## src/rtl/pwm_duty_sequencer_pkg.sv

```systemverilog
// Shared types and default sizing for the PWM duty sequencer.
package pwm_duty_sequencer_pkg;

  localparam int DUTY_W_DEF    = 4;
  localparam int DUTY_MAX_DEF  = 10;
  localparam int DUTY_INIT_DEF = 5;

  typedef enum logic [1:0] {IDLE, STEP, GAP, DONE} seq_state_e;

  typedef enum logic {UP, DOWN} step_dir_e;

endpackage

```

## src/rtl/pwm_duty_sequencer_if.sv

```systemverilog
// Host/button side and generator side signals of the duty sequencer.
interface pwm_duty_sequencer_if #(parameter int DUTY_W = 4);

  logic              ena;
  logic              tgt_valid;
  logic              tgt_ready;
  logic [DUTY_W-1:0] tgt_duty;
  logic              man_inc;
  logic              man_dec;
  logic              inc_pulse;
  logic              dec_pulse;
  logic [DUTY_W-1:0] duty_shadow;
  logic              busy;
  logic              done;
  logic              err_range;
  logic              man_drop;

  modport master (
    output ena, tgt_valid, tgt_duty, man_inc, man_dec,
    input  tgt_ready, inc_pulse, dec_pulse, duty_shadow, busy, done, err_range, man_drop
  );

  modport slave (
    input  ena, tgt_valid, tgt_duty, man_inc, man_dec,
    output tgt_ready, inc_pulse, dec_pulse, duty_shadow, busy, done, err_range, man_drop
  );

endinterface

```

## src/rtl/pwm_gap_timer.sv

```systemverilog
// Loadable down-counter that spaces consecutive step pulses.
module pwm_gap_timer #(
  parameter int GAP_W = 8
) (
  input  logic             clk,
  input  logic             rst,
  input  logic             load,
  input  logic             en,
  input  logic [GAP_W-1:0] load_val,
  output logic             zero,
  output logic             zero_nxt
);

  logic [GAP_W-1:0] cnt;

  // Load wins over counting; the count parks at zero and holds while en is low.
  always_ff @(posedge clk or posedge rst) begin
    if (rst)                 cnt <= '0;
    else if (load)           cnt <= load_val;
    else if (en && !zero)    cnt <= cnt - 1'b1;
  end

  assign zero     = (cnt == '0);
  // Counter reaches zero on this edge; lets the owner leave GAP without an extra idle cycle.
  assign zero_nxt = en && (cnt == GAP_W'(1));

endmodule

```

## src/rtl/pwm_duty_sequencer.sv

```systemverilog
// Turns absolute duty targets or manual steps into rate-limited inc/dec pulses
// for the PWM generator, tracking a shadow copy of the generator's duty.
module pwm_duty_sequencer
  import pwm_duty_sequencer_pkg::*;
#(
  parameter int DUTY_W    = DUTY_W_DEF,
  parameter int DUTY_MAX  = DUTY_MAX_DEF,
  parameter int DUTY_INIT = DUTY_INIT_DEF,
  parameter int GAP_W     = 8,
  parameter int STEP_GAP  = 4
) (
  input logic                 clk,
  input logic                 rst,
  pwm_duty_sequencer_if.slave bus
);

  localparam logic [DUTY_W-1:0] MAX_V  = DUTY_W'(DUTY_MAX);
  localparam logic [DUTY_W-1:0] INIT_V = DUTY_W'(DUTY_INIT);
  localparam logic [GAP_W-1:0]  GAP_LD = GAP_W'(STEP_GAP - 1);

  seq_state_e        state_q, state_d;
  logic [DUTY_W-1:0] tgt_q, tgt_d, clamp;
  logic              man_q, man_d;
  logic              err_d, drop_d, ready_q;
  logic              accept, any_man, gap_zero, gap_zero_nxt, gap_hit;
  step_dir_e         dir;

  assign clamp   = (bus.tgt_duty > MAX_V) ? MAX_V : bus.tgt_duty;
  // Registered idle flag gated by ena, so a host never sees ready while frozen.
  assign bus.tgt_ready = ready_q & bus.ena;
  assign accept  = bus.tgt_valid & bus.tgt_ready;
  assign any_man = bus.man_inc | bus.man_dec;
  assign dir     = (tgt_q > shadow_gt_guard()) ? UP : DOWN;
  assign gap_hit = (state_q == GAP) && bus.ena && (gap_zero || gap_zero_nxt);

  function automatic logic [DUTY_W-1:0] shadow_gt_guard();
    return bus.duty_shadow;
  endfunction

  pwm_gap_timer #(.GAP_W(GAP_W)) u_gap (
    .clk      (clk),
    .rst      (rst),
    .load     (state_q == STEP),
    .en       (bus.ena && (state_q == GAP)),
    .load_val (GAP_LD),
    .zero     (gap_zero),
    .zero_nxt (gap_zero_nxt)
  );

  // Next-state, target latch and drop/range flags.
  always_comb begin
    state_d = state_q;
    tgt_d   = tgt_q;
    man_d   = man_q;
    err_d   = 1'b0;
    drop_d  = 1'b0;
    unique case (state_q)
      IDLE: begin
        if (accept) begin
          tgt_d   = clamp;
          man_d   = 1'b0;
          err_d   = (bus.tgt_duty > MAX_V);
          drop_d  = any_man;
          state_d = (clamp == bus.duty_shadow) ? DONE : STEP;
        end else if ((bus.man_inc && bus.man_dec) || (!bus.ena && any_man)) begin
          drop_d = 1'b1;
        end else if (bus.man_inc && (bus.duty_shadow < MAX_V)) begin
          tgt_d   = bus.duty_shadow + 1'b1;
          man_d   = 1'b1;
          state_d = STEP;
        end else if (bus.man_dec && (bus.duty_shadow != '0)) begin
          tgt_d   = bus.duty_shadow - 1'b1;
          man_d   = 1'b1;
          state_d = STEP;
        end
      end
      STEP: begin
        drop_d  = any_man;
        state_d = GAP;
      end
      GAP: begin
        drop_d = any_man;
        if (gap_hit) begin
          if (man_q)                         state_d = IDLE;
          else if (bus.duty_shadow == tgt_q) state_d = DONE;
          else                               state_d = STEP;
        end
      end
      DONE: begin
        drop_d = any_man;
        if (bus.ena) state_d = IDLE;
      end
      default: state_d = IDLE;
    endcase
  end

  // State, shadow and all registered outputs; a STEP always finishes its pulse.
  always_ff @(posedge clk or posedge rst) begin
    if (rst) begin
      state_q         <= IDLE;
      tgt_q           <= INIT_V;
      man_q           <= 1'b0;
      ready_q         <= 1'b0;
      bus.duty_shadow <= INIT_V;
      bus.inc_pulse   <= 1'b0;
      bus.dec_pulse   <= 1'b0;
      bus.busy        <= 1'b0;
      bus.done        <= 1'b0;
      bus.err_range   <= 1'b0;
      bus.man_drop    <= 1'b0;
    end else begin
      state_q       <= state_d;
      tgt_q         <= tgt_d;
      man_q         <= man_d;
      ready_q       <= (state_d == IDLE);
      bus.inc_pulse <= (state_q == STEP) && (dir == UP);
      bus.dec_pulse <= (state_q == STEP) && (dir == DOWN);
      if (state_q == STEP)
        bus.duty_shadow <= (dir == UP) ? bus.duty_shadow + 1'b1 : bus.duty_shadow - 1'b1;
      bus.busy      <= (state_d != IDLE);
      bus.done      <= (state_q == DONE) && bus.ena;
      bus.err_range <= err_d;
      bus.man_drop  <= drop_d;
    end
  end

endmodule

```

## src/flat_wrapper.sv

```systemverilog
// flat-port wrapper written by rule: the top's interface ports become plain ports
module pwm_duty_sequencer_flat import pwm_duty_sequencer_pkg::*;
#(
  parameter int DUTY_W    = DUTY_W_DEF,
  parameter int DUTY_MAX  = DUTY_MAX_DEF,
  parameter int DUTY_INIT = DUTY_INIT_DEF,
  parameter int GAP_W     = 8,
  parameter int STEP_GAP  = 4
)
  (clk, rst, bus_ena, bus_tgt_valid, bus_tgt_duty, bus_man_inc, bus_man_dec, bus_tgt_ready, bus_inc_pulse, bus_dec_pulse, bus_duty_shadow, bus_busy, bus_done, bus_err_range, bus_man_drop);
  pwm_duty_sequencer_if #(.DUTY_W(DUTY_W)) bus_i ();
  input logic clk;
  input logic rst;
  input wire logic [$bits(bus_i.ena)-1:0] bus_ena;
  input wire logic [$bits(bus_i.tgt_valid)-1:0] bus_tgt_valid;
  input wire logic [$bits(bus_i.tgt_duty)-1:0] bus_tgt_duty;
  input wire logic [$bits(bus_i.man_inc)-1:0] bus_man_inc;
  input wire logic [$bits(bus_i.man_dec)-1:0] bus_man_dec;
  output wire logic [$bits(bus_i.tgt_ready)-1:0] bus_tgt_ready;
  output wire logic [$bits(bus_i.inc_pulse)-1:0] bus_inc_pulse;
  output wire logic [$bits(bus_i.dec_pulse)-1:0] bus_dec_pulse;
  output wire logic [$bits(bus_i.duty_shadow)-1:0] bus_duty_shadow;
  output wire logic [$bits(bus_i.busy)-1:0] bus_busy;
  output wire logic [$bits(bus_i.done)-1:0] bus_done;
  output wire logic [$bits(bus_i.err_range)-1:0] bus_err_range;
  output wire logic [$bits(bus_i.man_drop)-1:0] bus_man_drop;
  assign bus_i.ena = bus_ena;
  assign bus_i.tgt_valid = bus_tgt_valid;
  assign bus_i.tgt_duty = bus_tgt_duty;
  assign bus_i.man_inc = bus_man_inc;
  assign bus_i.man_dec = bus_man_dec;
  assign bus_tgt_ready = bus_i.tgt_ready;
  assign bus_inc_pulse = bus_i.inc_pulse;
  assign bus_dec_pulse = bus_i.dec_pulse;
  assign bus_duty_shadow = bus_i.duty_shadow;
  assign bus_busy = bus_i.busy;
  assign bus_done = bus_i.done;
  assign bus_err_range = bus_i.err_range;
  assign bus_man_drop = bus_i.man_drop;
  pwm_duty_sequencer #(.DUTY_W(DUTY_W), .DUTY_MAX(DUTY_MAX), .DUTY_INIT(DUTY_INIT), .GAP_W(GAP_W), .STEP_GAP(STEP_GAP)) u_core (.clk(clk), .rst(rst), .bus(bus_i));
endmodule
```

## config.mk

```make
export PLATFORM = sky130hd
export DESIGN_NAME = pwm_duty_sequencer_flat
export DESIGN_NICKNAME = d
export VERILOG_FILES = /design/src/rtl/pwm_duty_sequencer_pkg.sv /design/src/rtl/pwm_duty_sequencer_if.sv /design/src/rtl/pwm_gap_timer.sv /design/src/rtl/pwm_duty_sequencer.sv /design/src/flat_wrapper.sv
export SDC_FILE = /design/constraint.sdc
export NUM_CORES = 1
export LEC_CHECK = 0
export BUFFER_PORTS_ARGS = -buffer_cell sky130_fd_sc_hd__buf_2
export CAP_MARGIN = 20
export CORE_UTILIZATION = 29
export CTS_CLUSTER_DIAMETER = 100
export CTS_CLUSTER_SIZE = 10
export DETAILED_ROUTE_END_ITERATION = 8
export GPL_ROUTABILITY_DRIVEN = 1
export REMOVE_ABC_BUFFERS = 1
export SLEW_MARGIN = 30
export SYNTH_ARGS = -nofsm -noshare
export SYNTH_HDL_FRONTEND = slang
export SYNTH_SLANG_ARGS = --single-unit
```

## constraint.sdc

```tcl
create_clock -name clk -period 3.5 [get_ports clk]
set_input_delay 0.35 -clock clk [delete_from_list [all_inputs] [get_ports clk]]
set_output_delay 0.35 -clock clk [all_outputs]
set_load 0.02 [all_outputs]
```

==> flow_metrics.env <==
export IMPL_relSlewSlack_pct=48.2
export IMPL_yosys_warnings=0
export IMPL_max_stage_delay_ns=0.46
export IMPL_hold_viol_final=0
export IMPL_grt_antenna_before_repair=0
export IMPL_vias=1300
export IMPL_cts_buffers=3
export IMPL_postCtsSetupBuffers=0
export IMPL_vdd_drop_max_v=0.000387
export IMPL_grt_max_degree=27
export IMPL_drt_initial_drc_count=81
export IMPL_setup_tns_ns=0
export IMPL_post_route_period_util_pct=62.1
export IMPL_path_cells="inv_1 -> ha_1 -> nor3b_1 -> o2bb2ai_1 -> o21ai_2 -> a21bo_2 -> or2_1"
export IMPL_clkLatencyLatePin_ns=0.26
export IMPL_synth_seq_cells=26
export IMPL_cp_required_ns=3.66
export IMPL_drive_above_1_share_pct=21.5
export IMPL_clock_skew_ns=0.00290
export IMPL_power_density_nw_per_um2=803
export IMPL_cp_start_kind="flop"
export IMPL_clock_path_buffers=2
export IMPL_p_leak_nw=0.799
export IMPL_syn_area_um2=1640
export IMPL_cts_hold_buffers_added=0
export IMPL_grtUsageMet1_pct=16.1
export IMPL_synthTopCellsByArea="dfrtp_1 (34%), ha_1 (6.9%), dfstp_2 (6.4%)"
export IMPL_fin_crit_ns=2.17
export IMPL_viasPerCell=4.94
export IMPL_dr_pass1_iters=4
export IMPL_grt_first_pass_wirelength_um=5610
export IMPL_ys_flop_type="dfrtp_1"
export IMPL_core_area_um2=5470
export IMPL_avgSynthCellArea_um2=9.47
export IMPL_hpwl_um=2550
export IMPL_wl_um=3410
export IMPL_start_util_pct=29.9
export IMPL_crit_type="reg -> reg"
export IMPL_fmax_ghz=0.460
export IMPL_outcome="finished clean"
export IMPL_critical_path_slowest_cell="dfrtp_1"
export IMPL_die_x_um=77.2
export IMPL_place_gp_congestion=0.824
export IMPL_clk_pin_slew_worst_paths_ns=0.09
export IMPL_critPathBufInv=1
export IMPL_use_met3_pct=1.43
export IMPL_htreeDepth=1
export IMPL_syn_inst=173
export IMPL_cp_end_kind="flop"
export IMPL_critPathArrivalTime_ns=2.33
export IMPL_ant_nets=0
export IMPL_finish_utilization_pct=33.9
export IMPL_pin_count=21
export IMPL_tightest_slew_ns=0.776
export IMPL_grt_ovfl_total=0
export IMPL_ctsResizeCount=0
export IMPL_synth_enable_flop_cells=0
export IMPL_rsz0062_at_grt="no"
export IMPL_yosysSeqAreaShare_pct=40.0
export IMPL_setup_violations=0
export IMPL_die_area_um2=5960
export IMPL_synth_distinct_cells=53
export IMPL_min_path_type="in -> async"
export IMPL_final_nets=211
export IMPL_cap_violations=0
export IMPL_synth_top_area_share_pct=33.6
export IMPL_cts_tree="yes"
export IMPL_dp_cells=259
export IMPL_die_h_um=77.2
export IMPL_area_growth_pct=13.3
export IMPL_antennaDiodeCount=0
export IMPL_drv_slew=0
export IMPL_port_buffers=20
export IMPL_synth_top_area_cell="dfrtp_1"
export IMPL_async_reset_ff_share_pct=100
export IMPL_grtUsageMet2_pct=18.9
export IMPL_drt_wirelength_per_cell_um=13.0
export IMPL_path_delay_family="compound AO/OA/AOI/OAI gates"
export IMPL_root_buffer="clkbuf_8"
export IMPL_crit_fanout=8
export IMPL_stdcell_count=263
export IMPL_grt_pass1_vias=1227
export IMPL_track_usage_pct=11.6
export IMPL_gr_max_usage_layer="met2"
export IMPL_drc=0
export IMPL_std_cell_rows=27
export IMPL_clock_sinks=26
## worst paths after layout
path	endpoint	depth (start not counted)	startpoint	slack [ns]
hold / removal	u_core.bus.duty_shadow[1]$_DFFE_PP0P_	2	rst	0.13
max in group asynchronous	u_core.bus.done$_DFF_PP0_	2	rst	2.99
min in group clk	u_core.bus.man_drop$_DFF_PP0_	2	bus_man_dec	0.38
setup / recovery	u_core.bus.busy$_DFF_PP0_	7	u_core.bus.duty_shadow[1]$_DFFE_PP0P_	1.33
setup reg to reg	u_core.bus.busy$_DFF_PP0_	7	u_core.bus.duty_shadow[1]$_DFFE_PP0P_	1.33
hold reg to reg	u_core.tgt_q[0]$_DFFE_PP1P_	2	u_core.tgt_q[0]$_DFFE_PP1P_	0.48
## cell families after synthesis
group / count (synthesis) / share of synthesized area, %
buf+inv: 15 / 3.74
fa+ha+maj: 10 / 7.48
compound gates: 43 / 17.7
flops: 26 / 40.0
mux: 1 / 0.687
simple gates: 66 / 24.0
xor+xnor: 12 / 6.41
## worst register-to-register path: cells and delay by family (launching register included)
family	cells	cell delay, ns
buffers and inverters	1	0.17
AOI/OAI and AO/OA	3	0.74
and+or+nand+nor	2	0.48
adders and majority gates	1	0.22
DFF	1	0.46
## cell type report
class                   count  area, um^2
fillers                   585        3620
multi-input cells         132         922
flip-flops and latches     26         656
repair buffers             20         100
well taps                  72        90.1
clock buffers               4        55.1
inverters                   9        33.8
## cells in the final DEF, fill, tap and decap left out, types with 4 or more instances in the layout
| cell | n |
|---|---|
| dfrtp_1 | 22 |
| buf_2 | 20 |
| nor2_1 | 15 |
| a21oi_1 | 12 |
| nand2_1 | 11 |
| ha_1 | 9 |
| inv_1 | 8 |
| o21ai_0 | 8 |
| xnor2_1 | 7 |
| nand3_1 | 6 |
| xor2_1 | 5 |
| clkbuf_8 | 4 |
| dfstp_2 | 4 |
## registers in the layout, summed over array words and instances (netlist names)
signal / count
u_core.u_gap.cnt: 8
u_core.man_q: 1
u_core.bus.done: 1
u_core.state_q: 2
u_core.bus.man_drop: 1
u_core.tgt_q: 4
u_core.bus.duty_shadow: 4
u_core.bus.dec_pulse: 1
u_core.ready_q: 1
u_core.bus.busy: 1
u_core.bus.err_range: 1
u_core.bus.inc_pulse: 1
## where the power goes
group	internal (mW)	switching (mW)
Sequential	0.424	0.143
Combinational	0.315	0.414
Clock	0.100	0.0945
Total	0.840	0.651
## stage by stage
stage	cell area (um^2)	setup slack, ns	hold slack [ns]	total power [mW]
finish	1860	1.33	0.129	1.49
global route	1860	1.21	0.175	1.61
CTS	1860	1.36	0.154	1.50
detailed placement	1800	1.37	0.453	1.30
global placement	1800	1.41	0.478	1.29
floorplan	1610	1.53	0.387	1.12
## layer usage
layer,vias to the layer above,part of all wire [%]
li1,648,-
met3,4,3.1
met1,617,50
met4,0,0.67
met2,31,47
met5,-,0
## synth_stat cells (2+ instances only)
master	instances
or3_1	2
nand4_1	3
dfstp_2	4
a31oi_1	3
nor2_1	15
nand3_1	6
nand2b_1	2
o21ai_0	8
nor4b_1	2
nor3_1	3
o31ai_1	3
nand2_1	11
a21oi_1	12
and2_1	3
o21ai_1	3
o211ai_1	2
xor2_1	5
nor2b_1	3
buf_2	4
nor3b_1	3
inv_1	9
dfrtp_1	22
ha_1	9
xnor2_1	7
Power figures use the tool's default switching activity.
